$ cat config.mk
export PLATFORM = sky130hd
export DESIGN_NAME = rx_byte_packer_flat
export DESIGN_NICKNAME = d
export VERILOG_FILES = /design/src/rtl/rx_byte_packer_if.sv /design/src/rtl/rx_byte_packer.sv /design/src/flat_wrapper.sv
export SDC_FILE = /design/constraint.sdc
export NUM_CORES = 2
export LEC_CHECK = 0
export CAP_MARGIN = 20
export CORE_MARGIN = 1
export CORE_UTILIZATION = 30
export CTS_BUF_LIST = sky130_fd_sc_hd__clkbuf_8
export DETAILED_ROUTE_END_ITERATION = 12
export PLACE_DENSITY = 0.48
export RECOVER_POWER = 25
export SYNTH_ARGS = -nofsm -noshare
export SYNTH_HDL_FRONTEND = slang
export SYNTH_SLANG_ARGS = --single-unit
$ cat constraint.sdc
create_clock -name clock -period 14.6 [get_ports clock]
set_input_delay 3.65 -clock clock [delete_from_list [all_inputs] [get_ports clock]]
set_output_delay 3.65 -clock clock [all_outputs]
set_load 0.01 [all_outputs]
$ cat src/rtl/rx_byte_packer_if.sv
// rx_byte_packer_if: receiver strobes in, packed word stream and drop counter out
interface rx_byte_packer_if #(
    parameter int RSSI_HALF_DB_WIDTH = 11
) ();
    logic [RSSI_HALF_DB_WIDTH-1:0] rssi_half_db;
    logic                          pkt_header_valid_strobe;
    logic                          pkt_header_valid;
    logic [7:0]                    pkt_rate;
    logic [15:0]                   pkt_len;
    logic                          ht_aggr;
    logic                          ht_sgi;
    logic                          byte_out_strobe;
    logic [7:0]                    byte_out;
    logic                          fcs_out_strobe;
    logic                          fcs_ok;
    logic [63:0]                   word_out;
    logic                          word_valid;
    logic                          word_ready;
    logic                          word_first;
    logic                          word_last;
    logic [15:0]                   drop_cnt;

    modport slave (
        input  rssi_half_db, pkt_header_valid_strobe, pkt_header_valid, pkt_rate, pkt_len,
               ht_aggr, ht_sgi, byte_out_strobe, byte_out, fcs_out_strobe, fcs_ok, word_ready,
        output word_out, word_valid, word_first, word_last, drop_cnt
    );

    modport master (
        output rssi_half_db, pkt_header_valid_strobe, pkt_header_valid, pkt_rate, pkt_len,
               ht_aggr, ht_sgi, byte_out_strobe, byte_out, fcs_out_strobe, fcs_ok, word_ready,
        input  word_out, word_valid, word_first, word_last, drop_cnt
    );
endinterface

$ cat src/rtl/rx_byte_packer.sv
// rx_byte_packer: frames receiver bytes into header/data/status 64-bit words through a FWFT FIFO
module rx_byte_packer #(
    parameter int FIFO_DEPTH         = 16,
    parameter int RSSI_HALF_DB_WIDTH = 11
) (
    input logic           clock,
    input logic           reset,
    rx_byte_packer_if.slave bus
);
    typedef enum logic [1:0] {IDLE, DATA, STATUS, HDR_PEND} state_t;

    localparam int             AW     = $clog2(FIFO_DEPTH);
    localparam logic [AW:0]    FULL   = (AW+1)'(FIFO_DEPTH);
    localparam logic [AW:0]    ALMOST = (AW+1)'(FIFO_DEPTH - 1);

    state_t             state, state_n;
    logic [65:0]        mem [FIFO_DEPTH];
    logic [65:0]        head;
    logic [AW:0]        wp, rp, occ;
    logic [63:0]        acc, acc_n, pend_hdr, hdr_word, stat_word, push_word;
    logic [2:0]         idx, idx_n;
    logic [15:0]        bytes_rcvd, cur_len, drop_cnt;
    logic signed [15:0] rssi16;
    logic               fcs_r, aborted, overflow;
    logic               valid, pop, hdr_ok, pkt_end, wrap, start;
    logic               push, push_first, push_last, drop;

    assign rssi16    = 16'(signed'(bus.rssi_half_db));
    assign hdr_word  = {rssi16, bus.pkt_rate, 6'b0, bus.ht_sgi, bus.ht_aggr, bus.pkt_len, 16'h0};
    assign stat_word = {fcs_r & ~aborted, aborted, overflow, 13'b0, cur_len, bytes_rcvd, 16'h0};
    assign hdr_ok    = bus.pkt_header_valid_strobe & bus.pkt_header_valid;
    assign pkt_end   = hdr_ok | bus.fcs_out_strobe;
    assign acc_n     = bus.byte_out_strobe ? acc | (64'(bus.byte_out) << {idx, 3'b000}) : acc;
    assign idx_n     = idx + 3'(bus.byte_out_strobe);
    assign wrap      = bus.byte_out_strobe && idx == 3'd7;
    assign start     = (state == IDLE && hdr_ok) || state == HDR_PEND;
    assign occ       = wp - rp;
    assign valid     = occ != '0;
    assign pop       = valid & bus.word_ready;
    assign drop      = push && (push_last ? (occ == FULL && !pop) : occ >= ALMOST);

    // Packet framing: choose what (if anything) to push this cycle and where to go next
    always_comb begin
        state_n    = state;
        push       = 1'b0;
        push_word  = acc_n;
        push_first = 1'b0;
        push_last  = 1'b0;
        case (state)
            IDLE: begin
                push       = hdr_ok;
                push_word  = hdr_word;
                push_first = 1'b1;
                state_n    = hdr_ok ? DATA : IDLE;
            end
            DATA: begin
                push    = wrap | (pkt_end && idx_n != 3'd0);
                state_n = pkt_end ? STATUS : DATA;
            end
            STATUS: begin
                push      = 1'b1;
                push_word = stat_word;
                push_last = 1'b1;
                state_n   = aborted ? HDR_PEND : IDLE;
            end
            default: begin
                push       = 1'b1;
                push_word  = pend_hdr;
                push_first = 1'b1;
                state_n    = DATA;
            end
        endcase
    end

    // State register
    always_ff @(posedge clock or posedge reset) begin
        if (reset) state <= IDLE;
        else       state <= state_n;
    end

    // Per-packet accumulator, byte count, status flags and pending header
    always_ff @(posedge clock or posedge reset) begin
        if (reset) begin
            acc        <= '0;
            idx        <= '0;
            bytes_rcvd <= '0;
            cur_len    <= '0;
            pend_hdr   <= '0;
            fcs_r      <= 1'b0;
            aborted    <= 1'b0;
            overflow   <= 1'b0;
        end else if (start) begin
            acc        <= '0;
            idx        <= '0;
            bytes_rcvd <= '0;
            fcs_r      <= 1'b0;
            aborted    <= 1'b0;
            overflow   <= drop;
            cur_len    <= state == HDR_PEND ? pend_hdr[31:16] : bus.pkt_len;
        end else if (state == DATA) begin
            acc      <= (wrap || pkt_end) ? '0 : acc_n;
            idx      <= pkt_end ? '0 : idx_n;
            overflow <= overflow | drop;
            if (bus.byte_out_strobe && bytes_rcvd != 16'hFFFF) bytes_rcvd <= bytes_rcvd + 16'd1;
            if (hdr_ok) begin
                aborted  <= 1'b1;
                pend_hdr <= hdr_word;
            end else if (bus.fcs_out_strobe) begin
                fcs_r <= bus.fcs_ok;
            end
        end
    end

    // FIFO pointers and saturating drop counter
    always_ff @(posedge clock or posedge reset) begin
        if (reset) begin
            wp       <= '0;
            rp       <= '0;
            drop_cnt <= '0;
        end else begin
            wp <= wp + (AW+1)'(push & ~drop);
            rp <= rp + (AW+1)'(pop);
            if (drop && drop_cnt != 16'hFFFF) drop_cnt <= drop_cnt + 16'd1;
        end
    end

    // FIFO storage: {first, last, word}
    always_ff @(posedge clock) begin
        if (push && !drop) mem[wp[AW-1:0]] <= {push_first, push_last, push_word};
    end

    assign head           = mem[rp[AW-1:0]];
    assign bus.word_valid = valid;
    assign bus.word_out   = valid ? head[63:0] : '0;
    assign bus.word_first = valid & head[65];
    assign bus.word_last  = valid & head[64];
    assign bus.drop_cnt   = drop_cnt;
endmodule
$ cat src/flat_wrapper.sv
// flat-port wrapper written by rule: the top's interface ports become plain ports
module rx_byte_packer_flat 
#(
    parameter int FIFO_DEPTH         = 16,
    parameter int RSSI_HALF_DB_WIDTH = 11
)
  (clock, reset, bus_rssi_half_db, bus_pkt_header_valid_strobe, bus_pkt_header_valid, bus_pkt_rate, bus_pkt_len, bus_ht_aggr, bus_ht_sgi, bus_byte_out_strobe, bus_byte_out, bus_fcs_out_strobe, bus_fcs_ok, bus_word_ready, bus_word_out, bus_word_valid, bus_word_first, bus_word_last, bus_drop_cnt);
  rx_byte_packer_if #(.RSSI_HALF_DB_WIDTH(RSSI_HALF_DB_WIDTH)) bus_i ();
  input logic clock;
  input logic reset;
  input wire logic [$bits(bus_i.rssi_half_db)-1:0] bus_rssi_half_db;
  input wire logic [$bits(bus_i.pkt_header_valid_strobe)-1:0] bus_pkt_header_valid_strobe;
  input wire logic [$bits(bus_i.pkt_header_valid)-1:0] bus_pkt_header_valid;
  input wire logic [$bits(bus_i.pkt_rate)-1:0] bus_pkt_rate;
  input wire logic [$bits(bus_i.pkt_len)-1:0] bus_pkt_len;
  input wire logic [$bits(bus_i.ht_aggr)-1:0] bus_ht_aggr;
  input wire logic [$bits(bus_i.ht_sgi)-1:0] bus_ht_sgi;
  input wire logic [$bits(bus_i.byte_out_strobe)-1:0] bus_byte_out_strobe;
  input wire logic [$bits(bus_i.byte_out)-1:0] bus_byte_out;
  input wire logic [$bits(bus_i.fcs_out_strobe)-1:0] bus_fcs_out_strobe;
  input wire logic [$bits(bus_i.fcs_ok)-1:0] bus_fcs_ok;
  input wire logic [$bits(bus_i.word_ready)-1:0] bus_word_ready;
  output wire logic [$bits(bus_i.word_out)-1:0] bus_word_out;
  output wire logic [$bits(bus_i.word_valid)-1:0] bus_word_valid;
  output wire logic [$bits(bus_i.word_first)-1:0] bus_word_first;
  output wire logic [$bits(bus_i.word_last)-1:0] bus_word_last;
  output wire logic [$bits(bus_i.drop_cnt)-1:0] bus_drop_cnt;
  assign bus_i.rssi_half_db = bus_rssi_half_db;
  assign bus_i.pkt_header_valid_strobe = bus_pkt_header_valid_strobe;
  assign bus_i.pkt_header_valid = bus_pkt_header_valid;
  assign bus_i.pkt_rate = bus_pkt_rate;
  assign bus_i.pkt_len = bus_pkt_len;
  assign bus_i.ht_aggr = bus_ht_aggr;
  assign bus_i.ht_sgi = bus_ht_sgi;
  assign bus_i.byte_out_strobe = bus_byte_out_strobe;
  assign bus_i.byte_out = bus_byte_out;
  assign bus_i.fcs_out_strobe = bus_fcs_out_strobe;
  assign bus_i.fcs_ok = bus_fcs_ok;
  assign bus_i.word_ready = bus_word_ready;
  assign bus_word_out = bus_i.word_out;
  assign bus_word_valid = bus_i.word_valid;
  assign bus_word_first = bus_i.word_first;
  assign bus_word_last = bus_i.word_last;
  assign bus_drop_cnt = bus_i.drop_cnt;
  rx_byte_packer #(.FIFO_DEPTH(FIFO_DEPTH), .RSSI_HALF_DB_WIDTH(RSSI_HALF_DB_WIDTH)) u_core (.clock(clock), .reset(reset), .bus(bus_i));
endmodule
# Word-level counts from Yosys, hierarchy flattened
# Memory sizes are Yosys's and may differ from the RTL's.
# Cells that the tools add are included.
[classes]
n_addsub = 6
n_lt_le_gt_ge = 1
eq_ne = 8
shift = 1
n_mux = 32
bitwise_logic = 13
n_reduce_logical = 24
[op_table]
columns = ["op", "count"]
rows = [
  ["$mux W64", 5],
  ["$pmux W64 S3", 1],
  ["$mux W16", 4],
  ["$or A64 B64 Y64", 1],
  ["$shl A8 B6 Y64", 1],
  ["$add A16 B1 Y16 const B", 2],
  ["$ne A16 B16 Y1 const B", 2],
  ["$mux W1", 15],
  ["$mux W3", 3],
  ["$logic_and A1 B1 Y1", 8],
  ["$reduce_bool A2 Y1", 4],
  ["$pmux W2 S3", 1],
  ["$reduce_and A3 Y1", 2],
  ["$add A5 B1 Y5", 1],
  ["$add A5 B5 Y5", 1],
  ["$and A1 B1 Y1", 5],
  ["$and A1 B5 Y5", 1],
  ["$eq A5 B5 Y1 const B", 1],
  ["$ge A5 B4 Y1 const B", 1],
  ["$not A1 Y5", 1],
  ["$reduce_bool A5 Y1", 1],
  ["$sub A5 B5 Y5", 1],
  ["$eq A2 B2 Y1 const B", 2],
  ["$mux W2", 2],
  ["13 further kinds", 19],
]
[totals]
reg_bits = 167
ramBits = 1056
output_inout_bits = 83
n_memories = 1
[memory_table]
columns = ["name", "depth", "width", "read_ports", "rd_ports_with_merged_regs", "write_ports", "line_no", "rtl"]
rows = [
  ["u_core.mem", 16, 66, 1, 0, 1, "rx_byte_packer.sv:17", "logic [65:0] mem [FIFO_DEPTH];"],
]

# Depth between registers and ports, before layout
[depth]
ltp_word = 11
mapped_depth = 16
depth_no_buf = 14

# Worst setup path after synthesis
# No wires, ideal clock.
[synth_timing]
path_kind = "input port to flip-flop"
startpoint = "input port bus_byte_out_strobe"
endpoint = "memory u_core.mem[1][0] (enable)"
arrival_time_ns = 11.133
t_required_ns = 13.947
setup_slack_ns = 2.814
path_stages = 9
n_path_buf = 1
path_cell_list = "ha_1 > ha_1 > xor2_1 > o31ai_1 > a21oi_1 > o21ai_0 > or2_1 > buf_6 > nor4_1"
[synth_between]
elab_chain_len = 10
[synth_rtl]
columns = ["element", "line_no", "rtl"]
rows = [
  ["start, declared", "flat_wrapper.sv:18", "input wire logic [$bits(bus_i.byte_out_strobe)-1:0] bus_byte_out_strobe;"],
  ["$add A3 B1 Y3", "rx_byte_packer.sv:34", "assign idx_n = idx + 3'(bus.byte_out_strobe);"],
  ["$reduce_bool A3 Y1", "rx_byte_packer.sv:57", "push = wrap | (pkt_end && idx_n != 3'd0);"],
  ["$logic_and A1 B1 Y1", "rx_byte_packer.sv:57", ""],
  ["$or A1 B1 Y1 (*)", "rx_byte_packer.sv:57", ""],
  ["$pmux W1 S2 (*)", "rx_byte_packer.sv:49", "case (state)"],
  ["$logic_and A1 B1 Y1", "rx_byte_packer.sv:40", "assign drop = push && (push_last ? (occ == FULL && !pop) : occ >= ALMOST);"],
  ["$logic_not A1 Y1", "rx_byte_packer.sv:129", "if (push && !drop) mem[wp[AW-1:0]] <= {push_first, push_last, push_word};"],
  ["$logic_and A1 B1 Y1 (*)", "rx_byte_packer.sv:129", ""],
  ["$mux W1 (*)", "rx_byte_packer.sv:129", ""],
  ["$mux W1 (not written as such) (*)", "rx_byte_packer.sv:129", ""],
  ["end, declared", "rx_byte_packer.sv:17", ""],
]
# Every way passes the cells marked *; elsewhere a longest branch is shown, timed or not.

# Worst setup path in the final report
[layout_timing]
startpoint = "register u_core.rp[1]"
endpoint = "output port bus_word_out[41]"
[layout_between]
elab_chain_len = 3
[layout_rtl]
columns = ["element", "line_no", "rtl"]
rows = [
  ["start, declared", "rx_byte_packer.sv:19", "logic [AW:0] wp, rp, occ;"],
  ["start signal, assigned", "rx_byte_packer.sv:122", "rp <= rp + (AW+1)'(pop);"],
  ["$sub A5 B5 Y5", "rx_byte_packer.sv:37", "assign occ = wp - rp;"],
  ["$reduce_bool A5 Y1", "rx_byte_packer.sv:38", "assign valid = occ != '0;"],
  ["$mux W64 (*)", "rx_byte_packer.sv:134", "assign bus.word_out = valid ? head[63:0] : '0;"],
  ["end, declared", "flat_wrapper.sv:23", "output wire logic [$bits(bus_i.word_out)-1:0] bus_word_out;"],
]
# Marked as above.

==> impl_metrics.py <==
metrics = {
    "critical_path": {
        "cp_slowest_cell": "dfrtp_1",
        "arrival_ns": 7.61,
        "reg2reg_depth": 10,
        "crit_required_ns": 10.95,
        "path_cells": "inv_1 -> fa_1 -> a21o_1 -> a21oi_1 -> xnor2_1 -> o211a_4 -> buf_4 -> nor3_1 -> clkdlybuf4s50_1",
        "crit_buf_inv": 3,
        "cp-start-kind": "register",
        "cp_top_family": "flip-flops",
        "slowest_delay_ns": 2.28,
        "crit_fanout": 51,
        "cp-end-kind": "output pin",
        "cp_num_cells": 9,
        "worstSetupPathType": "reg2out",
    },
    "clock_network": {
        "cts_hold_buf": 0,
        "cts_max_level": 4,
        "clk_path_buf_depth": 3,
        "ctsRootBufferMaster": "clkbuf_8",
        "clk_latency_ns": 0.93,
        "post-cts-setup-buffers": 0,
        "cts_resized": 0,
        "tritoncts.num_buffers": 197,
        "cts_tree": "done",
        "cts_sinks": 1223,
        "path_clk_slew_ns": 0.06,
    },
    "sta": {
        "drv_slew": 301,
        "tightest_slew_ns": 4.62,
        "hold_viol_final": 0,
        "hold_ws_ns": 0.481,
        "rsz0062_at_grt": "no",
        "fin_skew_ns": 0.0625,
        "finalCritPeriodShare": 0.771,
        "setup_violations": 0,
        "slew_headroom": -2.10,
        "min_period_ns": 11.26,
        "timing.fmax_mhz": 88.8,
        "tns_ns": 0,
    },
    "run_status": {
        "violations": "capacitance limit, slew limit",
        "status": "finished, violations left",
    },
    "global_route": {
        "grt_usage": 0.170,
        "grt_pass1_wl_mm": 201,
        "grt_pass1_vias": 27917,
        "grt_antenna_before_repair": 14,
        "overflow": 0,
        "grt_max_degree": 118,
    },
    "routing": {
        "wl_per_cell_um": 25.9,
        "drt_wl_total_mm": 140,
        "num_vias": 27287,
        "dr_wl_met3_mm": 6.34,
        "firstDrtPassIters": 5,
        "initialDrtViolationCount": 2302,
        "post-route-drc-count": 0,
        "highest_layer": "met5",
        "wl_met2_mm": 68.3,
        "ant_nets": 0,
        "via_per_inst": 5.03,
        "wl_met1_mm": 62.8,
    },
    "hold_path": {
        "hold_class": "reg2reg",
        "min_delay_path_depth": 2,
    },
    "die": {
        "design.core.area_um2": 161000,
        "io_pins": 136,
        "die_x_um": 405,
        "initial_core_util": 0.303,
        "die_area_um2": 164000,
        "rows": 147,
        "die_h_um": 405,
    },
    "finish": {
        "drive_above_1_share": 0.160,
        "fillers": 15465,
        "syn_to_final_growth_pct": 15.8,
        "seqCellArea_um2": 35900,
        "nNetsFinal": 3176,
        "multi_input_area_um2": 12200,
    },
    "yosys": {
        "synthArstFlopShare": 0.137,
        "syn-num-nets": 2918,
        "synth_cell_type_count": 59,
        "yosysTopAreaCell": "edfxtp_1",
        "syn_avg_cell_area_um2": 17.1,
        "yosysWarnings": 0,
        "yosysSeqAreaShare": 0.735,
        "syn_inst": 2847,
        "yosys_register_bits": 1223,
        "synth_common_cells": "edfxtp_1 (1056), mux2i_1 (266), a21oi_1 (184), dfrtp_1 (167), o221ai_1 (133)",
        "synth-edff-count": 1056,
        "synth.area.top_cells": "edfxtp_1 (65%), dfrtp_1 (8.6%), mux4_2 (6.1%)",
        "synth.most_common_cell": "edfxtp_1",
        "syn_area_um2": 48800,
        "synth_flop_cell": "edfxtp_1",
        "synth_top_area_frac": 0.650,
    },
    "run": {
        "maxCapViolCount": 5,
    },
    "place": {
        "dp_hpwl_mm": 76.5,
        "port_buffers": 135,
        "gp_congestion": 0.757,
    },
    "power": {
        "vdd_ir_drop_max_uv": 162,
        "leakagePower_nw": 19.3,
        "p_per_area_nw_per_um2": 218,
    },
}
## worst reg2reg max path: stages, from the launching register on
cell and delay [ns]:
dfrtp_1 2.28, inv_1 0.52, fa_1 0.63, a21o_1 0.17, a21oi_1 0.28, mux2i_2 0.31
o311ai_4 0.36, or2_1 0.68, nor2_4 0.73, buf_4 0.55, buf_4 0.58
## cell families (layout without fill, tap and decap cells)
group,after synthesis,count (layout),share of synthesized area
flip-flops,1223,1223,0.735
AO/OA/AOI/OAI,519,519,0.0712
multiplexers,438,438,0.125
AND/OR/NAND/NOR,410,410,0.0397
buffers and inverters,199,608,0.0172
XOR/XNOR,40,40,0.00718
adder cells (fa/ha/maj),18,18,0.00477
other,0,4,0
## per-layer routing
layer,track usage,vias to the layer above
met5,0,-
met4,0.0486,2
met3,0.0294,206
met2,0.280,742
met1,0.230,14322
li1,-,12015
## final cells by class
type | instances | share of cell area
inverter | 17 | 0.00124
multi-input combinational | 1425 | 0.216
antenna | 4 | 0.000177
sequential | 1223 | 0.635
tap | 2160 | 0.0478
timing repair buffer | 241 | 0.0366
clock inverter | 137 | 0.0116
clock buffer | 213 | 0.0518
## worst paths after layout
kind / endpoint / slack (ns) / from
worst max-delay path: bus_word_out[41] / 3.34 / u_core.rp[1]
worst min-delay path: u_core.acc[40] / 0.48 / u_core.acc[40]
worst max register to register: u_core.mem[0][47] / 7.06 / u_core.rp[1]
worst min register to register: u_core.acc[40] / 0.48 / u_core.acc[40]
max in group asynchronous: u_core.rp[3] / 4.11 / reset
min in group asynchronous: u_core.bus.drop_cnt[6] / 4.61 / reset
## per-stage QoR
step	total power, mW	setup slack, ns	cell area, um2	std cells	util
2_1_floorplan	7.72	2.81	48800	2847	-
5_1_grt	12.9	2.65	56500	5419	0.351
4_1_cts	12.5	4.85	56600	5404	0.351
3_3_place_gp	9.70	5.88	52900	5046	0.328
6_report	12.3	3.34	56500	5420	0.351
3_5_place_dp	9.72	5.86	53000	5054	0.329
## cell usage in the layout, fill, tap and decap left out, types with 18 or more instances in the layout
cell type           n
dfrtp_1           165
nor3_1             73
clkbuf_8          213
o21ai_0            42
o221ai_1          133
inv_1              91
clkdlybuf4s50_1   131
nor2b_1            24
mux4_2            132
buf_4              73
mux2_2             38
mux2i_1           266
nor2_1            128
xnor2_1            22
a21oi_1           184
edfxtp_1         1056
nand3_1            29
clkinv_1           38
nand2_1            79
o22ai_1            66
xor2_1             18
clkbuf_1           27
## report_power, final
group	internal (mW)	switching, mW	total [mW]
combinational	1.67	2.91	4.58
clock	1.38	1.34	2.73
sequential	4.73	0.260	4.99
total	7.79	4.51	12.3
## flip-flops by register name, indices dropped and copies added, names as in the netlist
signal,cells
u_core.fcs_r,1
u_core.acc,64
u_core.wp,5
u_core.rp,5
u_core.bus.drop_cnt,16
u_core.pend_hdr,37
u_core.state,2
u_core.overflow,1
u_core.aborted,1
u_core.cur_len,16
u_core.idx,3
u_core.bytes_rcvd,16
u_core.mem,1056
(Power assumes the default switching activity.)
